### config.mk
export PLATFORM = sky130hd
export DESIGN_NAME = imem_loader
export DESIGN_NICKNAME = d
export VERILOG_FILES = /design/src/rtl/imem_loader.sv
export SDC_FILE = /design/constraint.sdc
export NUM_CORES = 1
export LEC_CHECK = 0
export CORE_MARGIN = 10
export CORE_UTILIZATION = 35
export CTS_CLUSTER_DIAMETER = 120
export DETAILED_ROUTE_END_ITERATION = 10
export GPL_TIMING_DRIVEN = 0
export PLACE_DENSITY = 0.55
export SETUP_SLACK_MARGIN = 0.2
export SYNTH_ARGS = -nofsm -noshare
export SYNTH_HDL_FRONTEND = slang
export SYNTH_SLANG_ARGS = --single-unit
### constraint.sdc
create_clock -name CLK -period 2.4 [get_ports CLK]
set_input_delay 0.24 -clock CLK [delete_from_list [all_inputs] [get_ports CLK]]
set_output_delay 0.24 -clock CLK [all_outputs]
set_load 0.02 [all_outputs]
### src/rtl/imem_loader.sv
// imem_loader: boot loader packing a byte stream into big-endian words written to instruction memory.
// Optional trailing XOR checksum byte enabled by defining IMEM_LOADER_CHECKSUM_EN.
module imem_loader #(
  parameter int MAX_WORDS = 64
) (
  input  logic        CLK,
  input  logic        RST,
  input  logic        START,
  input  logic [7:0]  S_DATA,
  input  logic        S_VALID,
  output logic        S_READY,
  output logic        MEM_WE,
  output logic [7:0]  MEM_ADDR,
  output logic [31:0] MEM_DI,
  output logic        CPU_RST,
  output logic        BUSY,
  output logic        DONE,
  output logic        ERR
);
`ifdef IMEM_LOADER_CHECKSUM_EN
  typedef enum logic [2:0] {ST_IDLE, ST_LEN, ST_DATA, ST_CSUM, ST_DONE, ST_ERR} state_t;
  logic [7:0] csum;
`else
  typedef enum logic [2:0] {ST_IDLE, ST_LEN, ST_DATA, ST_DONE, ST_ERR} state_t;
`endif
  state_t state;
  logic [1:0] lane;
  logic [6:0] word_cnt, n_words;
  logic [7:0] addr;
  logic [23:0] acc;
  logic xfer;
`ifdef IMEM_LOADER_CHECKSUM_EN
  assign S_READY = state == ST_LEN || state == ST_DATA || state == ST_CSUM;
`else
  assign S_READY = state == ST_LEN || state == ST_DATA;
`endif
  assign BUSY = S_READY;
  assign xfer = S_VALID && S_READY;
  always_ff @(posedge CLK) begin
    if (!RST) begin
      state    <= ST_IDLE;
      lane     <= '0;
      word_cnt <= '0;
      n_words  <= '0;
      addr     <= '0;
      acc      <= '0;
      MEM_WE   <= 1'b0;
      MEM_ADDR <= '0;
      MEM_DI   <= '0;
      CPU_RST  <= 1'b1;
      DONE     <= 1'b0;
      ERR      <= 1'b0;
`ifdef IMEM_LOADER_CHECKSUM_EN
      csum     <= '0;
`endif
    end else begin
      MEM_WE <= 1'b0;
      case (state)
        ST_LEN: if (xfer) begin
          n_words <= S_DATA[6:0];
`ifdef IMEM_LOADER_CHECKSUM_EN
          csum    <= S_DATA;
`endif
          if (S_DATA != 8'd0 && int'(S_DATA) <= MAX_WORDS) state <= ST_DATA;
          else begin
            state <= ST_ERR;
            ERR   <= 1'b1;
          end
        end
        ST_DATA: if (xfer) begin
          lane <= lane + 2'd1;
          acc  <= {acc[15:0], S_DATA};
`ifdef IMEM_LOADER_CHECKSUM_EN
          csum <= csum ^ S_DATA;
`endif
          if (lane == 2'd3) begin
            MEM_WE   <= 1'b1;
            MEM_DI   <= {acc, S_DATA};
            MEM_ADDR <= addr;
            addr     <= addr + 8'd4;
            word_cnt <= word_cnt + 7'd1;
            // leave DATA on the same edge as the last byte so CPU_RST drops with the final write
            if (word_cnt == n_words - 7'd1) begin
`ifdef IMEM_LOADER_CHECKSUM_EN
              state <= ST_CSUM;
`else
              state   <= ST_DONE;
              DONE    <= 1'b1;
              CPU_RST <= 1'b0;
`endif
            end
          end
        end
`ifdef IMEM_LOADER_CHECKSUM_EN
        ST_CSUM: if (xfer) begin
          if (S_DATA == csum) begin
            state   <= ST_DONE;
            DONE    <= 1'b1;
            CPU_RST <= 1'b0;
          end else begin
            state <= ST_ERR;
            ERR   <= 1'b1;
          end
        end
`endif
        default: if (START) begin
          state    <= ST_LEN;
          lane     <= '0;
          word_cnt <= '0;
          addr     <= '0;
          CPU_RST  <= 1'b1;
          DONE     <= 1'b0;
          ERR      <= 1'b0;
`ifdef IMEM_LOADER_CHECKSUM_EN
          csum     <= '0;
`endif
        end
      endcase
    end
  end
endmodule

==> impl_metrics.tcl, run 1 <==
set metrics [dict create \
    tns_ns 0 \
    pin_count 58 \
    drv_cap 0 \
    clkLatencyLatePin_ns 0.36 \
    clockBufferDepth 2 \
    hold_viol_final 0 \
    timing.final.ws_setup_ns 0.291 \
    power_density_nw_per_um2 717 \
    initial_core_util_pct 35.7 \
    worst-setup-path-type "register to register" \
    fmax_ghz 0.474 \
    worstPathMaxFanout 8 \
    die_h_um 125 \
    synth_flop_cell "dfxtp_1" \
    synthArstFlopShare_pct 0 \
    final_cell_mix "nand2_1, dfxtp_1, a21boi_0" \
    portBuffers 54 \
    slowest_stage "dfxtp_4" \
    r2r_end "CPU_RST$_SDFFE_PN1P_" \
    layout-drive-gt1-share_pct 8.02 \
    final_antenna_net_count 0 \
    fin_nets 547 \
    antenna_found_initial 0 \
    core_um2 10800 \
    place_ws_ns 0.0380 \
    wl_um 9650 \
    crit_path_end_kind "register" \
    synth_edf_count 0 \
    cts.sinks 91 \
    rrSetupSlack_ns 0.29 \
    ys_seq_elements 91 \
    grt_first_pass_wirelength_um 15900 \
    routed-via-count 3224 \
    ir_drop_uv 504 \
    path_clk_slew_ns 0.08 \
    final_common_cell "nand2_1" \
    syn_inst 463 \
    drcViolationCount 0 \
    final_cell_area_um2 4820 \
    leakage_nw 1.64 \
    syn_avg_cell_area_um2 8.35 \
    synth-seq-area-share_pct 47.1 \
    fin_cells 676 \
    grt_usage_pct 12.3 \
    n_fill_cell 1147 \
    std_cell_rows 38 \
    min-delay-start "RST" \
    gr-total-overflow 0 \
    post-route-min-period_ns 2.11 \
    grt_max_degree 15 \
    avgViaCountPerCell 4.77 \
    placed_area_um2 4580 \
    grt_busiest_layer "met2" \
    finClkSkew_ns 0.00729 \
    firstDrtPassIters 4 \
    cts_buffers 9 \
    critical_path_arrival_ns 2.37 \
    whs_path_depth 3 \
    h-tree-depth 3 \
    critPathMaxStageDelay_ns 0.39 \
    dp.cells 658 \
    ys_warn_count 0 \
    r2r.worst_path.cells 8 \
    cp_cell_sequence "inv_1 > ha_1 > buf_2 > o21ba_2 > a221o_1 > a211oi_2 > nand4_1 > o22a_2" \
    hold_end "word_cnt[6]$_SDFFE_PN0P_" \
    cp-start-kind "register" \
    cp.required_ns 2.66 \
    die_w_um 125 \
    outcome "finished clean" \
    drt-initial-drc-count 161 \
    dp_hpwl_um 7260 \
    clock-root-buffer "clkbuf_8" \
    worst_pin_slew_ns 0.564 \
    netlist_area_um2 3860 \
    use_met2_pct 18.7 \
    wl_per_cell_um 14.3 \
    maxSlewViolCount 0 \
    post-route-period-util_pct 87.9 \
    grt_pass1_vias 3131 \
    slew_headroom_pct 62.4 \
    hold_path_class "primary input to register" \
    antennaDiodeCount 0 \
    finalSetupViolations 0 \
    grt_use_met1_pct 15.7 \
    gr-usage-met3_pct 3.34 \
    reg2reg_from "n_words[0]$_SDFFE_PN0P_" \
    ctsHoldBuffers 0 \
    cts_tree "built" \
    area_delta_synth_final_pct 24.8 \
    grt_setup_unrepaired "no" \
    die_area_um2 15600 \
    gp_congestion 0.807 \
    synth_cell_types 45 \
]
[registers in the layout (all words and copies together) (netlist names)]
register	flops
ERR	1
CPU_RST	1
acc	24
n_words	7
DONE	1
lane	2
MEM_WE	1
MEM_ADDR	6
word_cnt	7
state	3
addr	6
MEM_DI	32
[metal layers]
layer / vias to the layer above / share of wire, % / wire length (um)
met3: 17 / 4.6 / 445
met1: 1475 / 49 / 4780
li1: 1673 / - / -
met5: - / 0 / 0
met4: 0 / 2.5 / 239
met2: 59 / 43 / 4190
[worst max-delay path, delay by kind of cell (launching register included)]
family | cells | cell delay [ns]
adders and majority gates | 1 | 0.18
and+or+nand+nor | 1 | 0.17
DFF | 1 | 0.39
buffers and inverters | 2 | 0.21
AOI/OAI and AO/OA | 4 | 1.06
[cells in the mapped netlist (3+ instances only)]
| cell type | instances | share of area [%] |
|---|---|---|
| nand2_1 | 148 | 14 |
| dfxtp_1 | 91 | 47 |
| a21boi_0 | 72 | 14 |
| clkbuf_1 | 17 | 1.7 |
| nor2_1 | 16 | 1.6 |
| xor2_1 | 13 | 2.9 |
| a21oi_1 | 11 | 1.4 |
| buf_2 | 10 | 1.3 |
| o21ai_0 | 8 | 1.0 |
| inv_1 | 7 | 0.68 |
| buf_4 | 5 | 0.97 |
| o2111ai_1 | 5 | 1.1 |
| ha_1 | 4 | 1.3 |
| nor2b_1 | 4 | 0.65 |
| and2_1 | 3 | 0.49 |
| and3_1 | 3 | 0.49 |
| nand3_1 | 3 | 0.39 |
| nand4_1 | 3 | 0.49 |
| o211ai_1 | 3 | 0.58 |
| or3_1 | 3 | 0.49 |
| xnor2_1 | 3 | 0.68 |
[where the power goes]
part,switching [W],internal [W],total (W)
Clock,0.000534,0.000516,0.00105
Sequential,0.0000453,0.00157,0.00162
Combinational,0.000480,0.000313,0.000792
[cell type report]
class	instances	area, um2	share of cell area (%)
Multi-Input combinational cell	331	1880	39.0
Sequential cell	91	1830	37.9
Timing Repair Buffer	56	553	11.5
Tap cell	140	175	3.63
Buffer	35	164	3.40
Clock buffer	13	149	3.09
Clock inverter	3	46.3	0.960
Inverter	7	26.3	0.545
[cell families (layout without fill, tap and decap cells)]
family / count (synthesis) / in the layout / synth area share, %
xor gates and xnor gates: 16 / 16 / 3.63
other: 1 / 2 / 0.0970
AOI/OAI and AO/OA: 110 / 110 / 20.6
adders and majority gates: 4 / 4 / 1.29
DFF: 91 / 91 / 47.1
and+or+nand+nor: 199 / 199 / 22.3
buffers and inverters: 42 / 114 / 4.92
[timing repair]
action / CTS / global route
endpoints found under the hold margin: 0 / 0
setup endpoints to repair: 3 / 3
resized for setup: 6 / 5
pin swaps: 0 / 2
buffers inserted: 1 / 1
[how the worst max path moves through the flow]
stage | start | end | slack [ns] | depth (start not counted)
global route | n_words[0]$_SDFFE_PN0P_ | CPU_RST$_SDFFE_PN1P_ | 0.18 | 8
CTS | n_words[1]$_SDFFE_PN0P_ | CPU_RST$_SDFFE_PN1P_ | 0.21 | 8
floorplan | n_words[0]$_SDFFE_PN0P_ | CPU_RST$_SDFFE_PN1P_ | 0.41 | 8
detailed placement | S_DATA[0] | state[1]$_SDFFE_PN0P_ | 0.04 | 6
finish | n_words[0]$_SDFFE_PN0P_ | CPU_RST$_SDFFE_PN1P_ | 0.29 | 8
global placement | S_DATA[0] | state[1]$_SDFFE_PN0P_ | 0.02 | 6
[through the flow]
step | util [%] | total power (W) | hold slack [ns]
6_report | 44.5 | 0.00346 | 0.400
3_3_place_gp | 42.3 | 0.00241 | 0.442
2_1_floorplan | - | 0.00218 | 0.385
3_5_place_dp | 42.3 | 0.00242 | 0.447
5_1_grt | 44.5 | 0.00365 | 0.418
4_1_cts | 44.3 | 0.00350 | 0.398
Power figures use the tool's default switching activity.
==> run 2: changes to the inputs <==
--- a/config.mk
+++ b/config.mk
@@ -11,7 +11,7 @@
 export DETAILED_ROUTE_END_ITERATION = 10
 export GPL_TIMING_DRIVEN = 0
 export PLACE_DENSITY = 0.55
-export SETUP_SLACK_MARGIN = 0.2
+export SETUP_SLACK_MARGIN = 0.02
 export SYNTH_ARGS = -nofsm -noshare
 export SYNTH_HDL_FRONTEND = slang
 export SYNTH_SLANG_ARGS = --single-unit
==> run 2 against run 1 <==
Against the previous run:
- power is 0.49% higher
- register-to-register slack worse by 0.07 ns
- utilization is 0.092 points lower
- first-iteration DRC count is 14% lower
- sequential cell count stayed put
- cell area is 0.21% lower
- global-route usage hardly changed
- critical path depth is 3 lower
- combinational power is 2% higher
- critical endpoint is now BUSY
==> impl_metrics.tcl, run 2 (synthesis results as in run 1) <==
set metrics [dict create \
    worst_pin_slew_ns 0.553 \
    grt_setup_unrepaired "no" \
    path_clk_slew_ns 0.08 \
    fin_cells 675 \
    drv_cap 0 \
    grt_max_degree 15 \
    antenna_found_initial 0 \
    antennaDiodeCount 0 \
    timing.final.ws_setup_ns 0.183 \
    top_regs "MEM_DI: 32 flops, acc: 24 flops" \
    crit_path_end_kind "output port" \
    cp_cell_sequence "buf_2 > nor3b_4 > nor2_1 > inv_1 > clkdlybuf4s50_1" \
    die_area_um2 15600 \
    cp-start-kind "register" \
    area_delta_synth_final_pct 24.5 \
    cp.required_ns 2.16 \
    power_density_nw_per_um2 722 \
    slew_headroom_pct 63.1 \
    firstDrtPassIters 4 \
    core_um2 10800 \
    std_cell_rows 38 \
    largest_reg_flops 32 \
    ctsHoldBuffers 0 \
    routed-via-count 3224 \
    finalSetupViolations 0 \
    pin_count 58 \
    layout-drive-gt1-share_pct 7.48 \
    wl_per_cell_um 14.3 \
    gp_congestion 0.807 \
    leakage_nw 1.64 \
    hold_viol_final 0 \
    post-route-min-period_ns 2.22 \
    maxSlewViolCount 0 \
    place_ws_ns 0.0380 \
    regMostFlops "MEM_DI" \
    clkLatencyLatePin_ns 0.36 \
    drt-initial-drc-count 138 \
    wl_um 9670 \
    slowest_stage "clkdlybuf4s50_1" \
    grt_first_pass_wirelength_um 15900 \
    h-tree-depth 3 \
    final_common_cell "nand2_1" \
    grt_pass1_vias 3130 \
    die_h_um 125 \
    worstPathMaxFanout 10 \
    initial_core_util_pct 35.7 \
    final_cell_area_um2 4810 \
    clock-root-buffer "clkbuf_8" \
    final_antenna_net_count 0 \
    finClkSkew_ns 0.00684 \
    clockBufferDepth 2 \
    worst-setup-path-type "register to output port" \
    die_w_um 125 \
    gr-total-overflow 0 \
    cts.sinks 91 \
    dp_hpwl_um 7260 \
    drcViolationCount 0 \
    portBuffers 54 \
    avgViaCountPerCell 4.78 \
    final_cell_mix "nand2_1, dfxtp_1, a21boi_0" \
    ir_drop_uv 576 \
    critPathMaxStageDelay_ns 0.60 \
    tns_ns 0 \
    cts_tree "built" \
    power_w 0.00347 \
    outcome "finished clean" \
    critical_path_arrival_ns 1.98 \
    grt_usage_pct 12.3 \
    post-route-period-util_pct 92.4 \
    dp.cells 658 \
    fmax_ghz 0.451 \
    cts_buffers 9 \
    fin_nets 546 \
    placed_area_um2 4580 \
    hold_path_class "primary input to register" \
]
==> run 2: cell count changes in the layout (fill, tap and decap cells not counted), sizes merged <==
cell / before / now
clkdlybuf4s50: 52 / 53
dlygate4sd2: 2 / 0
buf: 20 / 18
dlymetal6s2s: 0 / 1
clkbuf: 30 / 31
==> run 2: final timing paths <==
| kind | from | end | cells after the start | slack (ns) |
|---|---|---|---|---|
| min | RST | word_cnt[6]$_SDFFE_PN0P_ | 3 | 0.41 |
| max reg2reg | n_words[0]$_SDFFE_PN0P_ | CPU_RST$_SDFFE_PN1P_ | 8 | 0.22 |
| min reg2reg | DONE$_SDFFE_PN0P_ | DONE$_SDFFE_PN0P_ | 2 | 0.46 |
| max | state[0]$_SDFFE_PN0P_ | BUSY | 5 | 0.18 |
==> run 2: through the flow <==
| step | util [%] | hold slack [ns] |
|---|---|---|
| after floorplan | - | 0.385 |
| after global placement | 42.3 | 0.442 |
| after detailed placement | 42.3 | 0.447 |
| after CTS | 44.3 | 0.398 |
| after global routing | 44.4 | 0.418 |
| final | 44.4 | 0.411 |
==> run 2: final cells by class <==
| class | instances | area (um2) |
|---|---|---|
| Clock inverter | 3 | 46.3 |
| Tap cell | 140 | 175 |
| Multi-Input combinational cell | 331 | 1880 |
| Buffer | 35 | 164 |
| Clock buffer | 13 | 149 |
| Timing Repair Buffer | 55 | 551 |
| Sequential cell | 91 | 1820 |
| Fill cell | 1147 | 6030 |
| Inverter | 7 | 26.3 |
==> run 2: timing repair <==
action                                  in CTS  in global routing
endpoints found under the setup margin       2                  3
buffers inserted                             1                  0
pin swaps                                    0                  0
resized for setup                            2                  3
==> run 2: critical path: cells and delay by family, from the launching register on <==
family / cells / cell delay (ns)
buf+inv: 3 / 0.90
simple gates: 2 / 0.37
flops: 1 / 0.34
==> run 2: metal layers <==
metal  track usage (%)  routed length (um)  up-vias
met5                 0                   0        -
met2              18.7                4160       62
li1                  -                   -     1672
met3              3.42                 475       17
met1              15.7                4790     1473
met4              6.37                 239        0
==> run 2: power by group <==
part           switching [W]  internal, W  total (W)  leakage, nW
Combinational       0.000481     0.000329   0.000810        0.814
Clock               0.000534     0.000516    0.00105       0.0943
Sequential         0.0000457      0.00157    0.00161        0.734
Total                0.00106      0.00241    0.00347         1.64
